===== src/rtl/pipe_skid_stage.sv =====
// Two-entry elastic pipeline stage with a main register and a skid register.
// The main register drives odat directly. The skid register catches the one
// word that arrives while the consumer stalls. iready, ovalid and occ are
// flops, so no input reaches any output combinationally.
module pipe_skid_stage #(
  parameter int unsigned      WIDTH       = 8,
  parameter logic [WIDTH-1:0] RESET_VALUE = {WIDTH{1'b0}}
) (
  input  logic             clk,
  input  logic             rst,
  input  logic             flush,
  input  logic             ivalid,
  output logic             iready,
  input  logic [WIDTH-1:0] idat,
  output logic             ovalid,
  input  logic             oready,
  output logic [WIDTH-1:0] odat,
  output logic [1:0]       occ
);

  typedef enum logic [1:0] {
    EMPTY = 2'd0,
    ONE   = 2'd1,
    FULL  = 2'd2
  } state_t;

  state_t           state;
  state_t           state_nxt;
  logic [WIDTH-1:0] main_q;
  logic [WIDTH-1:0] skid_q;
  logic             in_xfer;
  logic             out_xfer;
  logic             load_main;
  logic             load_skid;
  logic             main_from_skid;

  // The handshakes are built only from registered outputs and the partner's valid/ready.
  assign in_xfer  = ivalid & iready;
  assign out_xfer = ovalid & oready;
  assign odat     = main_q;

  // Next state and register load enables. Flush empties the stage and freezes the data.
  always_comb begin
    // NOTE: every signal gets a default first, so no path through the case leaves it unassigned (no latch).
    state_nxt      = state;
    load_main      = 1'b0;
    load_skid      = 1'b0;
    main_from_skid = 1'b0;
    unique case (state)
      EMPTY: begin
        if (in_xfer) begin
          load_main = 1'b1;
          state_nxt = ONE;
        end
      end
      ONE: begin
        if (in_xfer && out_xfer) begin
          load_main = 1'b1;
        end else if (in_xfer) begin
          load_skid = 1'b1;
          state_nxt = FULL;
        end else if (out_xfer) begin
          state_nxt = EMPTY;
        end
      end
      FULL: begin
        if (out_xfer) begin
          load_main      = 1'b1;
          main_from_skid = 1'b1;
          state_nxt      = ONE;
        end
      end
      default: state_nxt = EMPTY;
    endcase
    if (flush) begin
      state_nxt = EMPTY;
      load_main = 1'b0;
      load_skid = 1'b0;
    end
  end

  // State register. A reset clears it whatever the occupancy.
  always_ff @(posedge clk) begin
    // NOTE: sequential state uses non-blocking assignment, so every flop samples the pre-edge values.
    if (rst) state <= EMPTY;
    else     state <= state_nxt;
  end

  // Handshake and occupancy flags, decoded from the next state so they are flop outputs.
  always_ff @(posedge clk) begin
    if (rst) begin
      ovalid <= 1'b0;
      iready <= 1'b1;
      occ    <= 2'd0;
    end else begin
      unique case (state_nxt)
        ONE: begin
          ovalid <= 1'b1;
          iready <= 1'b1;
          occ    <= 2'd1;
        end
        FULL: begin
          ovalid <= 1'b1;
          iready <= 1'b0;
          occ    <= 2'd2;
        end
        default: begin
          ovalid <= 1'b0;
          iready <= 1'b1;
          occ    <= 2'd0;
        end
      endcase
    end
  end

  // Data registers. They are plain enable flops, and the main register refills from skid when it drains.
  always_ff @(posedge clk) begin
    // NOTE: data registers are reset here because RESET_VALUE is visible on odat; normally data flops are left without a reset.
    if (rst) begin
      main_q <= RESET_VALUE;
      skid_q <= RESET_VALUE;
    end else begin
      if (load_main) main_q <= main_from_skid ? skid_q : idat;
      if (load_skid) skid_q <= idat;
    end
  end

endmodule


===== config.mk =====
export PLATFORM = sky130hd
export DESIGN_NAME = pipe_skid_stage
export DESIGN_NICKNAME = d
export VERILOG_FILES = /design/src/rtl/pipe_skid_stage.sv
export SDC_FILE = /design/constraint.sdc
export NUM_CORES = 1
export LEC_CHECK = 0
export ABC_AREA = 0
export BUFFER_PORTS_ARGS = -buffer_cell sky130_fd_sc_hd__clkbuf_2
export CORE_MARGIN = 3
export CORE_UTILIZATION = 46
export DETAILED_ROUTE_END_ITERATION = 6
export PLACE_DENSITY = 0.71
export SYNTH_ARGS = -nofsm -noshare
export SYNTH_HDL_FRONTEND = slang
export SYNTH_SLANG_ARGS = --single-unit

===== constraint.sdc =====
create_clock -name clk -period 2.2 [get_ports clk]
set_input_delay 0.22 -clock clk [delete_from_list [all_inputs] [get_ports clk]]
set_output_delay 0.22 -clock clk [all_outputs]
set_load 0.01 [all_outputs]

==> results of run 1 <==
[through the flow]
step / area [µm²] / std cells / hold WS (ps)
floorplan: 972 / 103 / 364
finish: 1180 / 157 / 160
CTS: 1180 / 157 / 160
global placement: 1130 / 153 / 469
global route: 1180 / 157 / 170
detailed placement: 1130 / 153 / 484
[sequential cells by signal, summed over array words and instances, names as in the netlist]
signal,count
occ,2
skid_q,8
ovalid,1
odat,8
iready,1
state,2
[power breakdown]
part | switching, mW | internal [mW]
registers | 0.0114 | 0.416
clock network | 0.125 | 0.184
logic | 0.0567 | 0.0465
[kinds of logic after synthesis]
logic type               share of synthesized area [%]
flip-flops                                        45.3
adder cells (fa/ha/maj)                           3.86
AO/OA/AOI/OAI                                     19.4
buffers and inverters                             5.02
multiplexers                                      9.27
AND/OR/NAND/NOR                                   17.1
[critical path, stage by stage (launching register included)]
cell and delay, ps:
dfxtp_1 450, nand4b_4 230, o21ai_0 130, a311o_1 320, nor2b_1 140, ha_1 180
nor2b_1 120
[worst max-delay path by stage]
stage	startpoint	slack (ps)	to
after floorplan	state[1]	620	occ[0]
final	state[0]	520	occ[0]
after global routing	state[0]	430	occ[0]
after CTS	state[0]	530	occ[0]
after detailed placement	state[0]	540	occ[0]
after global placement	state[0]	590	occ[0]
[metal layers]
metal	up-vias	GRT usage, %
met4	0	6.55
met2	14	27.6
li1	417	-
met3	2	3.44
met1	365	19.2
met5	-	0
[synth_stat cells]
master,count
dfxtp_1,22
nor2_1,11
inv_1,9
mux2i_1,9
o21ai_0,9
o22ai_1,8
a211o_1,7
nor2b_1,4
ha_1,3
nand2_1,3
nand2b_1,3
a21oi_1,2
and2_1,2
clkbuf_1,2
nand3b_1,2
a21boi_0,1
a311o_1,1
buf_4,1
nand4_2,1
nand4b_4,1
nor2_2,1
o21ai_1,1
[area by class of cell]
cell class / instances / area, µm²
inverter: 9 / 33.8
tap: 27 / 33.8
multi-input combinational: 69 / 483
fill: 174 / 803
sequential: 22 / 440
clock inverter: 1 / 30.0
clock buffer: 3 / 22.5
timing repair buffer: 26 / 135
==> metrics.txt, run 1 <==
Die ar.=between 0.002 and 0.003 mm²; worst flop-to-flop path endpoint=occ[0]; Final WS setup=roughly 520 ps; Total Routing Usage GR=roughly 16%; r2r worst-path depth=6; post-CTS sizing=0; maximum clock rate=597 MHz; Syn-to-layout area delta=21.2%; Setup TNS=0 ps; FF+latch count, synth=22; clock skew=9.78 ps; initial antenna violation count=0; clock sink count=22; unrepaired setup endpoints after global routing=false; num rows=16; max-cap viol count=0; Metal-1 WL=~920 µm; core box area=approximately 0.002 mm²; synth top area cells=dfxtp_1 (45%), mux2i_1 (9.3%), a211o_1 (6.3%); final core occ=about 60%; Slew Viols, Final=0; via count=approximately 800; worst hold path class=input port to flip-flop; diode count=0; CP Launch Type=flip-flop; Synth Cell Area=972 µm²; Pwr per Cell Area=between 700 and 800 mW/mm²; commonest non-fill, non-tap cells in the layout=clkbuf_2 (24), dfxtp_1 (22), nor2_1 (11); Remaining DRCs=0; highest metal used=met4; cell taking the most area after synthesis=dfxtp_1; library cells used by synthesis=22; outcome=finished clean; vias in the first global route=just under 800; Top Ports=25; GRT Residual Overflow=0; arrival time of the worst setup path=between 1500 and 2000 ps; number of synthesis warnings=0; pin count of the biggest net entering global routing=23; # hold bufs at CTS=0; Die Ht=just over 50 µm; Die X=approximately 52 µm; Worst slew margin=a little over 60%; hold path start=idat[6]; WL met3=roughly 70 µm; clock buffer depth=2; kind of critical path=flip-flop to flip-flop; drt first pass iters=4; # nets final=147; worst slew pin tran=575 ps; Root Buffer=clkbuf_4; pre-CTS setup slack=between 500 and 600 ps; gp weighted congestion=around 0.75; Final Power=840 µW; Iter 0 DRT Violations=13; Post-CTS Setup Bufs=0; CTS tree=done; Mean Syn Cell Area=9.44 µm²; Yosys top cell area share=between 40 and 50%; Hold Path End=skid_q[6]; # H-tree levels=1; fin crit share=76.2%; ANT nets after route=0; final wirelength=1.98 mm; Syn Nets=about 120; WHS Path Cells=3; fraction of layout cells with a size suffix above 1=between 20% and 30%; Worst Path Max Fanout=9; total CTS buffers=3; Starting Density=49.1%; Hold Vio Cnt, Final=0; clock-pin slew on the worst setup and hold paths=roughly 130 ps; Worst Path Required=approximately 2400 ps; wire length per cell=roughly 13 µm; setup violators final=0; Worst VDD drop=around 530 µV; port bufs=24; worst r2r src=state[0]; most common cell after layout, fill and taps aside=clkbuf_2; Crit. End Element=flip-flop; Vias/cell=slightly above 5; post-synthesis sequential area ratio=45.3%; dpl hpwl=1.45 mm; DR WL met2=slightly below 1 mm; Gate Count Post-Synth=103; worst reg2reg setup slack=approximately 520 ps; latest clock arrival within the worst-skew pair=310 ps; first-pass GRT wire length=between 3 and 4 mm; Tmin final=around 1700 ps; Leakage Power=0.572 nW
Note: power is estimated with default switching activity, not from simulation.
==> run 2: changes to the inputs <==
--- a/config.mk
+++ b/config.mk
@@ -5,12 +5,12 @@
 export SDC_FILE = /design/constraint.sdc
 export NUM_CORES = 1
 export LEC_CHECK = 0
-export ABC_AREA = 0
+export ABC_AREA = 1
 export BUFFER_PORTS_ARGS = -buffer_cell sky130_fd_sc_hd__clkbuf_2
 export CORE_MARGIN = 3
 export CORE_UTILIZATION = 46
 export DETAILED_ROUTE_END_ITERATION = 6
-export PLACE_DENSITY = 0.71
+export PLACE_DENSITY = 0.73
 export SYNTH_ARGS = -nofsm -noshare
 export SYNTH_HDL_FRONTEND = slang
 export SYNTH_SLANG_ARGS = --single-unit
==> constraint.sdc (replaced) <==
create_clock -name clk -period 1.45 [get_ports clk]
set_input_delay 0.145 -clock clk [delete_from_list [all_inputs] [get_ports clk]]
set_output_delay 0.145 -clock clk [all_outputs]
set_load 0.01 [all_outputs]
==> metrics.txt, run 2 <==
outcome=finished clean; GRT Residual Overflow=0 (unchanged); Leakage Power=0.667 nW (+17%); drt first pass iters=4 (unchanged); clock sink count=22 (unchanged); most frequent CP cell=inv_1; dpl cells=203 (+33%); Gate Count Post-Synth=152 (+48%); pre-CTS setup slack=47.7 ps (-496 ps); # H-tree levels=1 (unchanged); diode count=0 (unchanged); Post-synth EDFFs=0 (unchanged); Async S/R FF share, synth=0% (unchanged); initial antenna violation count=0 (unchanged); worst flop-to-flop path endpoint=ovalid; pin count of the biggest net entering global routing=18 (-22%); via count=944 (+18%); Worst Path Required=1690 ps (-700 ps); Die Ht=53.2 µm (+2.4%); Root Buffer=clkbuf_4; dpl hpwl=1.53 mm (+5.9%); Main synth FF type=dfxtp_1; Flop pwr share=56.8% (+5.9 points); Worst VDD drop=613 µV (+16%); final wirelength=2.04 mm (+3.3%); clock share of power=28.5% (-8.3 points); CP startpoint=state[0]; # nets final=199 (+35%); top cells by count, synth=nand2_1 (47), nor2_1 (42), dfxtp_1 (22); GRT met3 Usage=2.82% (-0.62 points); Starting Density=50.2% (+1.2 points); wire length per cell=9.77 µm (-22%); Remaining DRCs=0 (unchanged); Worst slew margin=69.1% (+7.6 points); latest clock arrival within the worst-skew pair=290 ps (-20 ps); Syn Nets=168 (+41%); arrival time of the worst setup path=1580 ps (-290 ps); worst reg2reg setup slack=110 ps (-410 ps); port bufs=24 (unchanged); most common cell after layout, fill and taps aside=nand2_1; Hold Path End=ovalid; clock skew=0.731 ps (-9.05 ps); grt met2 use=26.1% (-1.5 points); total CTS buffers=3 (unchanged); Setup TNS=0 ps (unchanged); clock-pin slew on the worst setup and hold paths=110 ps (-20 ps); worst path cell trace=inv_1, a21oi_2, nand3_1, nand2_2, inv_1, ha_1, nor2_1; internal power=853 µW (+32%); number of synthesis warnings=0 (unchanged); Net Sw Frac=25.2% (+2.2 points); library cells used by synthesis=14 (-36%); maximum clock rate=747 MHz (+25%); Die ar.=0.00283 mm² (+4.9%); Crit. End Element=flip-flop; Pwr per Cell Area=923 mW/mm² (+29%); final core occ=60.5% (+1.1 points); fill cell count=210 (+21%); Worst Path Max Fanout=3 (-6); worst r2r src=state[0]; vias in the first global route=835 (+5.4%); Net Switching=287 µW (+49%); FF+latch count, synth=22 (unchanged); post-synthesis sequential area ratio=42.9% (-2.4 points); setup violators final=0 (unchanged); Final WS setup=111 ps (-414 ps); # hold bufs at CTS=0 (unchanged); power share of the combinational group=14.7% (+2.4 points); first-pass GRT wire length=3.47 mm (+6.6%); clock buffer depth=2 (unchanged); Iter 0 DRT Violations=28 (+15); Top Usage Layer GRT=met2; max-cap viol count=0 (unchanged); kind of critical path=flip-flop to flip-flop; CP Launch Type=flip-flop; WHS Path Cells=2 (-1); Synth Cell Area=0.00103 mm² (+5.5%); Yosys top cell area share=42.9% (-2.4 points); Slowest-stage cell, CP=dfxtp_2; gp weighted congestion=0.808 (+7.3%); Slew Viols, Final=0 (unchanged); Total Routing Usage GR=16.6% (+0.51 points); cell taking the most area after synthesis=dfxtp_1; worst hold path class=input port to flip-flop; ANT nets after route=0 (unchanged); Tmin final=1340 ps (-336 ps); GR Layer Usage met1=22.3% (+3.1 points); worst slew pin tran=464 ps (-111 ps); final non-filler cell total=209 (+33%); fin crit share=92.4% (+16 points); commonest non-fill, non-tap cells in the layout=nand2_1 (46), nor2_1 (41), clkbuf_2 (24); most common cell in the netlist=nand2_1; num rows=16 (unchanged); Die X=53.2 µm (+2.4%); hold path start=rst; Mean Syn Cell Area=6.75 µm² (-28%); synth top area cells=dfxtp_1 (43%), nand2_1 (17%), nor2_1 (15%); Syn-to-layout area delta=20.5%; Hold Vio Cnt, Final=0 (unchanged); Crit path largest cell delay=380 ps (-70 ps); Top Ports=25 (unchanged); Vias/cell=4.52 (-11%); core box area=0.00204 mm² (+3.0%); r2r worst-path depth=7 (+1); CTS tree=done; fraction of layout cells with a size suffix above 1=26.4% (+0.99 points)
run 2: changes by cell type after synthesis, moves of 4 or more:
cell | previous run | this run
nor2b_1 | 4 | 0
o22ai_1 | 8 | 0
nor2_1 | 11 | 42
a211o_1 | 7 | 0
mux2i_1 | 9 | 0
nand2_1 | 3 | 47
inv_1 | 9 | 17
run 2: kinds of logic after synthesis:
group | count (synthesis) | share of synthesized area (%)
compound gates | 9 | 4.39
fa+ha+maj | 3 | 3.66
buf+inv | 20 | 8.78
flops | 22 | 42.9
simple gates | 98 | 40.2
run 2: cell type report:
type	count	area [µm²]	area share, %
sequential	22	444	35.9
tap	27	33.8	2.73
clock buffer	4	36.3	2.94
inverter	18	67.6	5.47
timing repair buffer	28	150	12.1
multi-input combinational	110	504	40.8
run 2: metrics by stage:
stage	area, µm²	hold WS, ps	total power, mW
final	1240	63.7	1.14
after detailed placement	1170	391	0.824
after CTS	1210	57.7	1.16
after global routing	1240	74.0	1.21
after global placement	1170	376	0.821
after floorplan	1030	212	0.769
run 2: power by group through the flow:
| stage | Clock [mW] | Sequential [mW] | Combinational, mW |
|---|---|---|---|
| final | 0.325 | 0.648 | 0.168 |
| after global routing | 0.362 | 0.651 | 0.197 |
| after CTS | 0.343 | 0.647 | 0.165 |
| after detailed placement | 0 | 0.661 | 0.164 |
| after global placement | 0 | 0.659 | 0.161 |
| after floorplan | 0 | 0.670 | 0.0989 |
run 2: worst max-delay path by stage:
| stage | end | slack [ps] | depth (start not counted) |
|---|---|---|---|
| after floorplan | ovalid | 100 | 9 |
| after CTS | ovalid | 20 | 9 |
| after global placement | ovalid | 120 | 9 |
| after global routing | ovalid | -30 | 7 |
| final | ovalid | 110 | 7 |
| after detailed placement | ovalid | 50 | 9 |
run 2: repair_timing:
action / in CTS / in global routing
endpoints found under the hold margin: 0 / 0
gates resized for setup: 0 / 7
endpoints found under the setup margin: 0 / 3
setup buffers: 0 / 2
run 2: worst max-delay path, delay by kind of cell, from the launching register on:
kind                       cells  cell delay, ps
adders and majority gates      1             280
and+or+nand+nor                3             310
DFF                            1             380
AOI/OAI and AO/OA              1             170
buffers and inverters          2             150
run 2: layer usage:
| metal | vias up | wire [µm] |
|---|---|---|
| met4 | 0 | 10 |
| met5 | - | 0 |
| met2 | 22 | 964 |
| met1 | 410 | 975 |
| li1 | 510 | - |
| met3 | 2 | 91 |
